`config.mk`:
```
export PLATFORM = sky130hd
export DESIGN_NAME = pixel_out_buffer
export DESIGN_NICKNAME = d
export VERILOG_FILES = /design/src/rtl/pixel_out_buffer.sv
export SDC_FILE = /design/constraint.sdc
export NUM_CORES = 1
export LEC_CHECK = 0
export ABC_CLOCK_PERIOD_IN_PS = 5500
export BUFFER_PORTS_ARGS = -buffer_cell sky130_fd_sc_hd__buf_2
export CAP_MARGIN = 10
export CELL_PAD_IN_SITES_DETAIL_PLACEMENT = 2
export CELL_PAD_IN_SITES_GLOBAL_PLACEMENT = 2
export CORE_MARGIN = 2
export CORE_UTILIZATION = 48
export CTS_CLUSTER_SIZE = 24
export DETAILED_ROUTE_END_ITERATION = 16
export PLACE_DENSITY = 0.78
export SLEW_MARGIN = 20
export SYNTH_ARGS = -nofsm -noshare
export SYNTH_HDL_FRONTEND = slang
export SYNTH_SLANG_ARGS = --single-unit
```
`constraint.sdc`:
```
create_clock -name clk -period 5.5 [get_ports clk]
set_clock_uncertainty 0.05 [all_clocks]
set_input_delay 0 -clock clk [delete_from_list [all_inputs] [get_ports clk]]
set_output_delay 0 -clock clk [all_outputs]
set_load 0.03 [all_outputs]
```
`src/rtl/pixel_out_buffer.sv`:
```
// ---------------------------------------------------------------------------
// pixel_out_buffer
// Elastic output stage between the filter top level and the PCIe write-DMA.
// Stores 32-bit pixels in a DEPTH-entry FIFO and presents the head entry
// first-word-fall-through on a valid/ready interface. Also reports when a
// full burst is buffered, marks the last pixel of each frame and pulses
// frame_done after that pixel leaves.
//
// Build option:
//   OVERFLOW_FLAG_EN - when defined, a sticky overflow flag records any
//                      write attempted while full (cleared by overflow_clr).
//                      When undefined, overflow is tied low and no flop exists.
// ---------------------------------------------------------------------------
module pixel_out_buffer #(
    parameter int DEPTH        = 16,
    parameter int BURST_LEN    = 8,
    parameter int FRAME_PIXELS = 4096
) (
    input  logic                     clk,
    input  logic                     rst,
    input  logic                     in_valid,
    input  logic [31:0]              in_data,
    output logic                     in_ready,
    output logic                     out_valid,
    output logic [31:0]              out_data,
    input  logic                     out_ready,
    output logic                     out_last,
    output logic                     burst_avail,
    output logic [$clog2(DEPTH):0]   count,
    output logic                     frame_done,
    output logic                     overflow,
    input  logic                     overflow_clr
);

    localparam int PTR_W = $clog2(DEPTH);
    localparam int CNT_W = PTR_W + 1;
    localparam int CTR_W = (FRAME_PIXELS > 1) ? $clog2(FRAME_PIXELS) : 1;

    localparam logic [CNT_W-1:0] CNT_DEPTH = CNT_W'(DEPTH);
    localparam logic [CNT_W-1:0] CNT_BURST = CNT_W'(BURST_LEN);
    localparam logic [CNT_W-1:0] CNT_ONE   = CNT_W'(1);
    localparam logic [CNT_W-1:0] CNT_ZERO  = CNT_W'(0);
    localparam logic [PTR_W-1:0] PTR_ONE   = PTR_W'(1);
    localparam logic [CTR_W-1:0] CTR_ONE   = CTR_W'(1);
    localparam logic [CTR_W-1:0] CTR_ZERO  = CTR_W'(0);
    localparam logic [CTR_W-1:0] CTR_LAST  = CTR_W'(FRAME_PIXELS - 1);

    // Storage and state
    logic [31:0]      r_mem [DEPTH];
    logic [PTR_W-1:0] r_wr_ptr;
    logic [PTR_W-1:0] r_rd_ptr;
    logic [CNT_W-1:0] r_count;
    logic [31:0]      r_out_data;
    logic [CTR_W-1:0] r_pix_ctr;
    logic             r_frame_done;

    // Derived handshake terms
    logic             w_full;
    logic             w_empty;
    logic             w_push;
    logic             w_pop;
    logic             w_last;
    logic [PTR_W-1:0] w_rd_ptr_inc;
    logic [31:0]      w_head_nxt;
    logic [CNT_W-1:0] w_count_nxt;

    // Status decode from the registered occupancy; pointers alone cannot tell full from empty.
    assign w_full       = (r_count == CNT_DEPTH);
    assign w_empty      = (r_count == CNT_ZERO);
    assign w_push       = in_valid && !w_full;
    assign w_pop        = !w_empty && out_ready;
    assign w_last       = !w_empty && (r_pix_ctr == CTR_LAST);
    assign w_rd_ptr_inc = r_rd_ptr + PTR_ONE;

    // Select what the head register shows after this edge (FWFT, no same-cycle bypass).
    always_comb begin
        w_head_nxt = r_out_data;
        if (w_pop) begin
            if (r_count == CNT_ONE) begin
                // Only entry leaves; a simultaneous write becomes the new head.
                if (w_push) begin
                    w_head_nxt = in_data;
                end else begin
                    w_head_nxt = r_out_data;
                end
            end else begin
                // At least two entries: the one behind the head is already in memory.
                w_head_nxt = r_mem[w_rd_ptr_inc];
            end
        end else if (w_empty && w_push) begin
            w_head_nxt = in_data;
        end else begin
            w_head_nxt = r_out_data;
        end
    end

    // Occupancy update: +1 on write only, -1 on read only, unchanged otherwise.
    always_comb begin
        w_count_nxt = r_count;
        case ({w_push, w_pop})
            2'b10:   w_count_nxt = r_count + CNT_ONE;
            2'b01:   w_count_nxt = r_count - CNT_ONE;
            default: w_count_nxt = r_count;
        endcase
    end

    // FIFO storage array; contents are not reset, stale data is unreachable after reset.
    always_ff @(posedge clk) begin
        if (w_push) begin
            r_mem[r_wr_ptr] <= in_data;
        end
    end

    // Pointer, occupancy and head-register state.
    always_ff @(posedge clk or posedge rst) begin
        if (rst) begin
            r_wr_ptr   <= '0;
            r_rd_ptr   <= '0;
            r_count    <= '0;
            r_out_data <= 32'h0000_0000;
        end else begin
            if (w_push) begin
                r_wr_ptr <= r_wr_ptr + PTR_ONE;
            end
            if (w_pop) begin
                r_rd_ptr <= w_rd_ptr_inc;
            end
            r_count    <= w_count_nxt;
            r_out_data <= w_head_nxt;
        end
    end

    // Read-side pixel counter with frame wrap and a one-cycle frame_done pulse.
    always_ff @(posedge clk or posedge rst) begin
        if (rst) begin
            r_pix_ctr    <= '0;
            r_frame_done <= 1'b0;
        end else begin
            r_frame_done <= w_pop && w_last;
            if (w_pop) begin
                if (w_last) begin
                    r_pix_ctr <= CTR_ZERO;
                end else begin
                    r_pix_ctr <= r_pix_ctr + CTR_ONE;
                end
            end
        end
    end

`ifdef OVERFLOW_FLAG_EN
    logic r_overflow;

    // Sticky overflow: a new dropped write takes priority over a clear request.
    always_ff @(posedge clk or posedge rst) begin
        if (rst) begin
            r_overflow <= 1'b0;
        end else if (in_valid && w_full) begin
            r_overflow <= 1'b1;
        end else if (overflow_clr) begin
            r_overflow <= 1'b0;
        end else begin
            r_overflow <= r_overflow;
        end
    end

    assign overflow = r_overflow;
`else
    logic w_unused_overflow_clr;

    assign w_unused_overflow_clr = overflow_clr;
    assign overflow              = 1'b0;
`endif

    // Output mapping
    assign in_ready    = !w_full;
    assign out_valid   = !w_empty;
    assign out_data    = r_out_data;
    assign out_last    = w_last;
    assign burst_avail = (r_count >= CNT_BURST);
    assign count       = r_count;
    assign frame_done  = r_frame_done;

endmodule

```
==> results of run 1 <==
## registers in the layout (all words and copies together), names as in the netlist
register    cells
r_rd_ptr        4
r_mem         512
r_wr_ptr        4
out_data       32
count           5
r_pix_ctr      12
frame_done      1
## critical path, cell delays in order, from the launching register on
cell and delay [ps]:
dfrtp_1 510, inv_1 140, ha_1 280, nand3_1 130, and2_1 380, inv_2 220
nor3b_1 570, and2_2 860, buf_4 440
## cells in the mapped netlist, types with 2 or more instances
cell type  number
nand2_1        76
buf_6           4
inv_2           2
a32o_1         32
and2_1         10
nor2_1         80
xor2_1         10
nand3_1         9
buf_4          11
mux4_2        128
a211oi_2       30
mux2i_1        33
nor2b_1         2
buf_2          15
nor3b_1         4
ha_1           12
inv_1          11
nor3_1          3
a211oi_1        2
nor4_1          5
clkbuf_1       29
xnor2_1        12
a21o_1          2
o21ai_1         2
nand4_1         5
o21ai_0         2
dfrtp_1        58
edfxtp_1      512
## metal layers
metal	part of all wire, %	global-route usage [%]	vias to the layer above
met2	53	47.0	419
li1	-	-	4793
met4	2.5	8.81	2
met5	0.017	0	-
met3	4.9	4.34	107
met1	40	34.9	6384
## metrics by stage
step / util, % / std cells
final: 55.9 / 1913
after global routing: 55.9 / 1913
after CTS: 55.8 / 1911
after detailed placement: 51.1 / 1766
after global placement: 51.1 / 1766
after floorplan: - / 1116
## cells by family (layout without fill, tap and decap cells)
group	count (synthesis)	in the layout	share of synthesized area (%)
xor gates and xnor gates	23	23	0.981
AOI/OAI and AO/OA	74	74	3.48
muxes	161	161	14.3
DFF	570	570	75.0
buffers and inverters	72	261	1.61
and+or+nand+nor	203	203	3.96
adders and majority gates	12	12	0.669
other	1	2	0.0167
## final timing paths
path                                     end    startpoint  cells after the start  slack, ps
worst max-delay path            r_mem[11][9]      count[0]                      8       1560
min in group clk                r_mem[2][29]   in_data[29]                      2        270
worst max register to register  r_mem[11][9]      count[0]                      8       1560
worst min register to register  r_pix_ctr[6]  r_pix_ctr[6]                      1        430
worst min-delay path             out_data[7]           rst                      4        190
max in group asynchronous        r_rd_ptr[0]           rst                      4       4390
## where the power goes
| group | leakage [uW] | internal [uW] | total (uW) | switching (uW) |
|---|---|---|---|---|
| Sequential | 0.00532 | 5320 | 5690 | 368 |
| Clock | 0.000890 | 2170 | 3830 | 1660 |
| Combinational | 0.00242 | 2180 | 5360 | 3180 |
| Total | 0.00863 | 9670 | 14900 | 5210 |
## cell type report
cell class / instances / area, sq um / share of cell area [%]
Multi-Input combinational cell: 474 / 5410 / 20.9
Clock buffer: 92 / 1670 / 6.44
Sequential cell: 570 / 16800 / 65.0
Antenna cell: 1 / 2.50 / 0.00966
Inverter: 13 / 48.8 / 0.188
Clock inverter: 18 / 151 / 0.584
Tap cell: 607 / 759 / 2.93
Timing Repair Buffer: 138 / 1030 / 3.99
## repair_timing
action | CTS | global route
hold endpoints to repair | 615 | 0
resized for setup | 0 | 0
hold buffers | 35 | 0
setup endpoints to repair | 0 | 0
## layout by cell type (no fill, tap or decap), types with 5 or more instances in the layout
| master | instances |
|---|---|
| a211oi_2 | 30 |
| a32o_1 | 32 |
| and2_2 | 8 |
| buf_12 | 8 |
| buf_2 | 77 |
| buf_4 | 17 |
| clkbuf_1 | 25 |
| clkbuf_16 | 58 |
| clkbuf_8 | 9 |
| clkinv_1 | 6 |
| clkinv_2 | 7 |
| dfrtp_1 | 57 |
| dlygate4sd3_1 | 35 |
| edfxtp_1 | 512 |
| ha_1 | 11 |
| inv_1 | 10 |
| mux2i_1 | 33 |
| mux4_2 | 128 |
| nand2_1 | 76 |
| nand3_1 | 9 |
| nand4_1 | 5 |
| nor2_1 | 75 |
| nor2_4 | 5 |
| xnor2_1 | 12 |
| xor2_1 | 9 |
==> flow_summary.ini, run 1 <==
[outcome]
status = completed

[synthesis]
syn_area_sq_um = 22400
synth_edf_count = 512
ys_seq_elements = 570
async_reset_ff_share_pct = 10.2
synthTopCellsByArea = edfxtp_1 (69%), mux4_2 (13%), dfrtp_1 (6.5%), a211oi_2 (1.7%), mux2i_1 (1.5%)
synth.avg_cell_area_sq_um = 20.1
syn_inst = 1116
yosysTopAreaCellShare_pct = 68.5
synth_top_area_cell = edfxtp_1
synth_ff_type = edfxtp_1
yosysWarnings = 0
yosysSeqAreaShare_pct = 75.0
synth.distinct_cells = 43
synthesis.nets = 1165

[global_routing]
track_usage_pct = 27.0
gr-total-overflow = 0
grt_max_degree = 118
grt_pass1_wl_mm = 92.1
antenna_found_initial = 2
grt_pass1_vias = 13135

[timing]
tns_ps = 0
post-route-period-util_pct = 71.6
hold_viol_final = 0
max_freq_mhz = 254
fin_ws_ps = 1560
drv_slew = 0
min_period_ps = 3940
slew-limit-headroom_pct = 30.6
whs_ps = 191
setup_viol = 0
tightest_slew_ps = 1040
rsz0062_at_grt = false

[cts]
h-tree-depth = 2
postCtsSetupBuffers = 0
cts_tree = yes
cts_root_buffer = clkbuf_16
insertion_delay_ps = 620
clkSlewWorstSetupHoldPaths_ps = 60
cts.sinks = 570
clock_tree.buffer_depth = 3
numCtsBuffers = 58

[drt]
ant_nets = 0
wl_per_cell_um = 33.2
drtIter0Drc = 1095
drc = 0
vias = 11705
first_pass_iters = 5
via_per_inst = 6.12
totalWireLength_mm = 63.5

[critical_path]
endpoint_kind = flop
critPathKind = flop to flop
setup.worst_path.start_class = flop
critPathRequiredTime_ps = 5740
cp_max_fo = 18
critPathArrivalTime_ps = 4180

[floorplanning]
core-area_sq_um = 46400
start_util_pct = 48.4
ioPinCount = 80
die_y_um = 220
dieWidth_um = 220
dieArea_sq_um = 48500
rows = 79

[layout]
fill_cells = 3813
areaGrowthSynthToFinish_pct = 15.4
nNetsFinal = 1304
stdcell_area_sq_um = 25900
final_layout_size_suffix_gt1_share_pct = 28.4

[placement]
place_area_sq_um = 23700
place_ws_ps = 1810
post-dp-hpwl_mm = 34.9
portBuffers = 77
routabilityCongestion = 0.708

[power_and_ir_drop]
vdd.ir_drop.worst_mv = 0.572
power_uw = 14900
powerDensity_nw_per_um2 = 574
leakagePower_uw = 0.00863

[flow_run]
max_cap_viol_count = 0

[worst_hold_path]
hold_class = primary input to asynchronous set/reset pin
(Power assumes the default switching activity.)
==> run 2: changes to the inputs <==
Settings changed: ABC_CLOCK_PERIOD_IN_PS 5500 to 3740.
Clock period 5.5 ns to 3.74 ns, I/O delays scaled along.
==> flow_summary.ini, run 2 (synthesized netlist as in run 1, its figures left out) <==
[outcome]
status = completed

[timing]
setup_viol = 0
slew-limit-headroom_pct = 20.2
min_period_ps = 3320
hold_viol_final = 0
fin_ws_ps = 416
post-route-period-util_pct = 88.9
rsz0062_at_grt = false
max_freq_mhz = 301
drv_slew = 0
tightest_slew_ps = 1190

[floorplanning]
die_y_um = 220
dieArea_sq_um = 48500
start_util_pct = 48.4
ioPinCount = 80
dieWidth_um = 220
rows = 79
core-area_sq_um = 46400

[layout]
fill_cells = 3761
fin_util_pct = 56.5
layout_commonest_cell = edfxtp_1
final_layout_size_suffix_gt1_share_pct = 30.0
nNetsFinal = 1311
largest-register = r_mem
areaGrowthSynthToFinish_pct = 16.8
final_cell_mix = edfxtp_1 (512), mux4_2 (128), buf_2 (77)
multi_input_area_sq_um = 5410
largest_register_ffs = 512
seq_area_sq_um = 16800

[cts]
clock_tree.buffer_depth = 3
numCtsBuffers = 58
insertion_delay_ps = 640
h-tree-depth = 2
cts_root_buffer = clkbuf_16
cts.sinks = 570
clkSlewWorstSetupHoldPaths_ps = 60
cts_tree = yes

[drt]
wl_per_cell_um = 34.3
first_pass_iters = 6
via_per_inst = 6.18
drc = 0
drtIter0Drc = 931
totalWireLength_mm = 65.8
ant_nets = 0
vias = 11861

[placement]
routabilityCongestion = 0.716
portBuffers = 77
place_ws_ps = 471
post-dp-hpwl_mm = 36.5

[flow_run]
max_cap_viol_count = 0

[power_and_ir_drop]
power_uw = 22600
vdd.ir_drop.worst_mv = 0.820
powerDensity_nw_per_um2 = 862
leakagePower_uw = 0.00879

[critical_path]
r2r-start = count[0]
critPathRequiredTime_ps = 3990
critPathArrivalTime_ps = 3580
ff2ff_setup_slack_ps = 420
setup.worst_path.start_class = flop
r2r-end = r_mem[11][1]
r2r_cells = 8
cp_max_fo = 20
critPathKind = flop to flop
endpoint_kind = flop

[global_routing]
grt_max_degree = 108
gr-total-overflow = 0
antenna_found_initial = 2
grt_pass1_wl_mm = 95.5
grt_pass1_vias = 13168
track_usage_pct = 28.1

[worst_hold_path]
hold_class = primary input to asynchronous set/reset pin
-- run 2: changes by cell type in the layout (fill, tap and decap cells not counted), sizes merged --
cell	before	now
clkinvlp	0	2
inv	15	13
bufinv	2	7
buf	103	110
clkbuf	92	78
clkinv	14	23
-- run 2: worst max path at each step --
stage	end	slack, ps	start	cells past startpoint
detailed placement	r_mem[5][16]	470	count[0]	8
CTS	out_data[8]	440	count[0]	10
global placement	out_data[4]	760	count[0]	10
global route	r_mem[9][1]	250	count[0]	8
finish	r_mem[11][1]	420	count[0]	8
floorplan	r_mem[3][0]	-290	count[0]	7
-- run 2: layout make-up --
class / count / share of cell area [%]
flip-flops and latches: 570 / 64.2
multi-input cells: 474 / 20.6
clock buffers: 78 / 6.25
repair buffers: 145 / 4.42
well taps: 607 / 2.90
clock inverters: 32 / 1.39
inverters: 13 / 0.186
diodes: 1 / 0.00955
-- run 2: power breakdown --
part / switching (uW) / total, uW / leakage (uW) / internal, uW
combinational: 4810 / 8110 / 0.00248 / 3290
sequential: 541 / 8360 / 0.00532 / 7820
clock: 2550 / 6110 / 0.000987 / 3560
-- run 2: critical path: stages, from the launching register on --
cell,delay (ps)
dfrtp_1,470
inv_1,110
ha_1,250
nand3_1,120
and2_1,350
inv_2,230
nor3b_1,520
and2_2,600
buf_12,290
-- run 2: timing repair --
item / in CTS / in global routing
endpoints found under the hold margin: 592 / 0
gates resized for setup: 0 / 0
hold buffers: 35 / 0
buffers inserted: 0 / 0
-- run 2: layer usage --
layer / track usage (%) / vias up / wire length, um
met5: 0 / - / 0
met2: 49.8 / 410 / 35200
li1: - / 4813 / -
met1: 36.1 / 6516 / 25800
met3: 4.10 / 122 / 3060
met4: 8.39 / 0 / 1830
-- run 2: through the flow --
step	cells	setup TNS [ps]	area, sq um	hold slack, ps
floorplan	1116	-36760	22500	48.9
finish	1920	0	26200	154
detailed placement	1774	0	23900	241
global placement	1774	0	23900	226
global route	1920	0	26200	180
CTS	1919	0	26200	132
==> run 3: changes to the inputs <==
Settings changed: REMOVE_ABC_BUFFERS set to 1.
==> flow_summary.ini, run 3 (synthesized netlist as in run 1, its figures left out) <==
[drt]
wl_met1_mm = 25.8
vias = 11863
drc = 0
ant_nets = 0
drtIter0Drc = 997
wl_per_cell_um = 34.6
wl_met3_mm = 3.43
totalWireLength_mm = 66.5
first_pass_iters = 4
via_per_inst = 6.18
topRoutingLayerUsed = met4
wl_met2_mm = 34.9

[critical_path]
worstPathCellList = inv_1 > ha_1 > nand3_1 > and2_1 > inv_2 > nor3b_1 > and2_2 > buf_12
cp_max_fo = 18
critPathTopFamily = simple AND/OR/NAND/NOR gates
crit_buf_inv = 3
setup.worst_path.start_class = flop
critPathMaxStageDelay_ps = 680
critPathRequiredTime_ps = 3990
r2r-start = count[0]
endpoint_kind = flop
critPathLaunch = count[0]
critPathKind = flop to flop
crit_slowest_cell = and2_2
critPathArrivalTime_ps = 3660

[layout]
largest-register = r_mem
stdcell_area_sq_um = 26000
areaGrowthSynthToFinish_pct = 15.8
layout_commonest_cell = edfxtp_1
largest_register_ffs = 512
diodes = 0
final_cell_mix = edfxtp_1 (512), mux4_2 (128), buf_2 (77)
multi_input_area_sq_um = 5370
fill_cells = 3853
fin_cells = 1919
seq_area_sq_um = 16800
nNetsFinal = 1313
final_layout_size_suffix_gt1_share_pct = 29.7

[timing]
min_period_ps = 3410
rsz0062_at_grt = false
slew-limit-headroom_pct = 32.0
tightest_slew_ps = 1020
setup_viol = 0
max_freq_mhz = 293
hold_viol_final = 0
drv_slew = 0
post-route-period-util_pct = 91.1

[cts]
clkSlewWorstSetupHoldPaths_ps = 60
cts_resized = 0
cts.sinks = 570
numCtsBuffers = 58
h-tree-depth = 2
postCtsSetupBuffers = 0
clock_tree.buffer_depth = 3
cts_root_buffer = clkbuf_16
insertion_delay_ps = 620
cts_tree = yes

[global_routing]
grt_pass1_wl_mm = 95.9
antenna_found_initial = 0
grt_pass1_vias = 13322
track_usage_pct = 28.3
grt_max_degree = 102
gr-total-overflow = 0

[placement]
portBuffers = 77
routabilityCongestion = 0.708
place_area_sq_um = 23800
dp.cells = 1776
post-dp-hpwl_mm = 36.3

[floorplanning]
start_util_pct = 48.4
ioPinCount = 80
die_y_um = 220
dieWidth_um = 220
dieArea_sq_um = 48500
rows = 79
core-area_sq_um = 46400

[power_and_ir_drop]
powerDensity_nw_per_um2 = 857
leakagePower_uw = 0.00872
vdd.ir_drop.worst_mv = 0.559

[outcome]
status = completed

[worst_hold_path]
hold_class = primary input to asynchronous set/reset pin

[flow_run]
max_cap_viol_count = 0
## run 3: cell count changes in the layout (fill, tap and decap cells not counted), moves of 2 or more
cell        delta
nor4_4         -4
buf_12         -6
clkinv_2       +3
clkbuf_1       +5
clkinv_4       -2
clkinv_8       -2
nor4_2         +4
buf_4          +8
bufinv_16      -3
clkinvlp_4     -2
## run 3: metal layers
metal | vias up | global-route usage [%]
li1 | 4800 | -
met1 | 6448 | 35.8
met2 | 475 | 49.3
met3 | 140 | 4.18
met4 | 0 | 11.2
met5 | - | 0
## run 3: timing repair
item | in CTS | in global routing
hold buffers | 35 | 0
hold endpoints to repair | 617 | 0
endpoints found under the setup margin | 0 | 0
## run 3: worst min-delay path, cell delays in order
cell	delay [ps]
dlygate4sd3_1	530
buf_2	120
inv_2	30
buf_4	750
## run 3: through the flow
step | power (uW) | setup TNS (ps) | hold slack [ps] | util, % | setup WS, ps
finish | 22300 | 0 | 198 | 56.0 | 332
global route | 23100 | 0 | 270 | 56.0 | 166
CTS | 22400 | 0 | 224 | 56.0 | 383
detailed placement | 16400 | 0 | 312 | 51.3 | 552
global placement | 15800 | 0 | 285 | 51.3 | 782
floorplan | 13400 | -377830 | 48.9 | - | -5410
## run 3: worst paths after layout
path | end | slack [ps] | cells past startpoint
worst max-delay path | r_mem[7][10] | 330 | 8
worst min-delay path | out_data[15] | 200 | 4
worst max register to register | r_mem[7][10] | 330 | 8
worst min register to register | r_pix_ctr[6] | 430 | 1
max in group asynchronous | r_rd_ptr[0] | 2700 | 4
min in group clk | r_mem[13][13] | 270 | 2
## run 3: layout make-up
| type | instances | area share (%) |
|---|---|---|
| Sequential cell | 570 | 64.8 |
| Inverter | 13 | 0.188 |
| Multi-Input combinational cell | 474 | 20.7 |
| Clock inverter | 26 | 0.881 |
| Timing Repair Buffer | 147 | 4.23 |
| Tap cell | 607 | 2.92 |
| Clock buffer | 82 | 6.32 |
## run 3: where the power goes
group          leakage, uW  switching (uW)  internal (uW)
registers          0.00532             520           7820
clock network     0.000936            2520           3320
logic              0.00246            4830           3250
total              0.00872            7880          14400
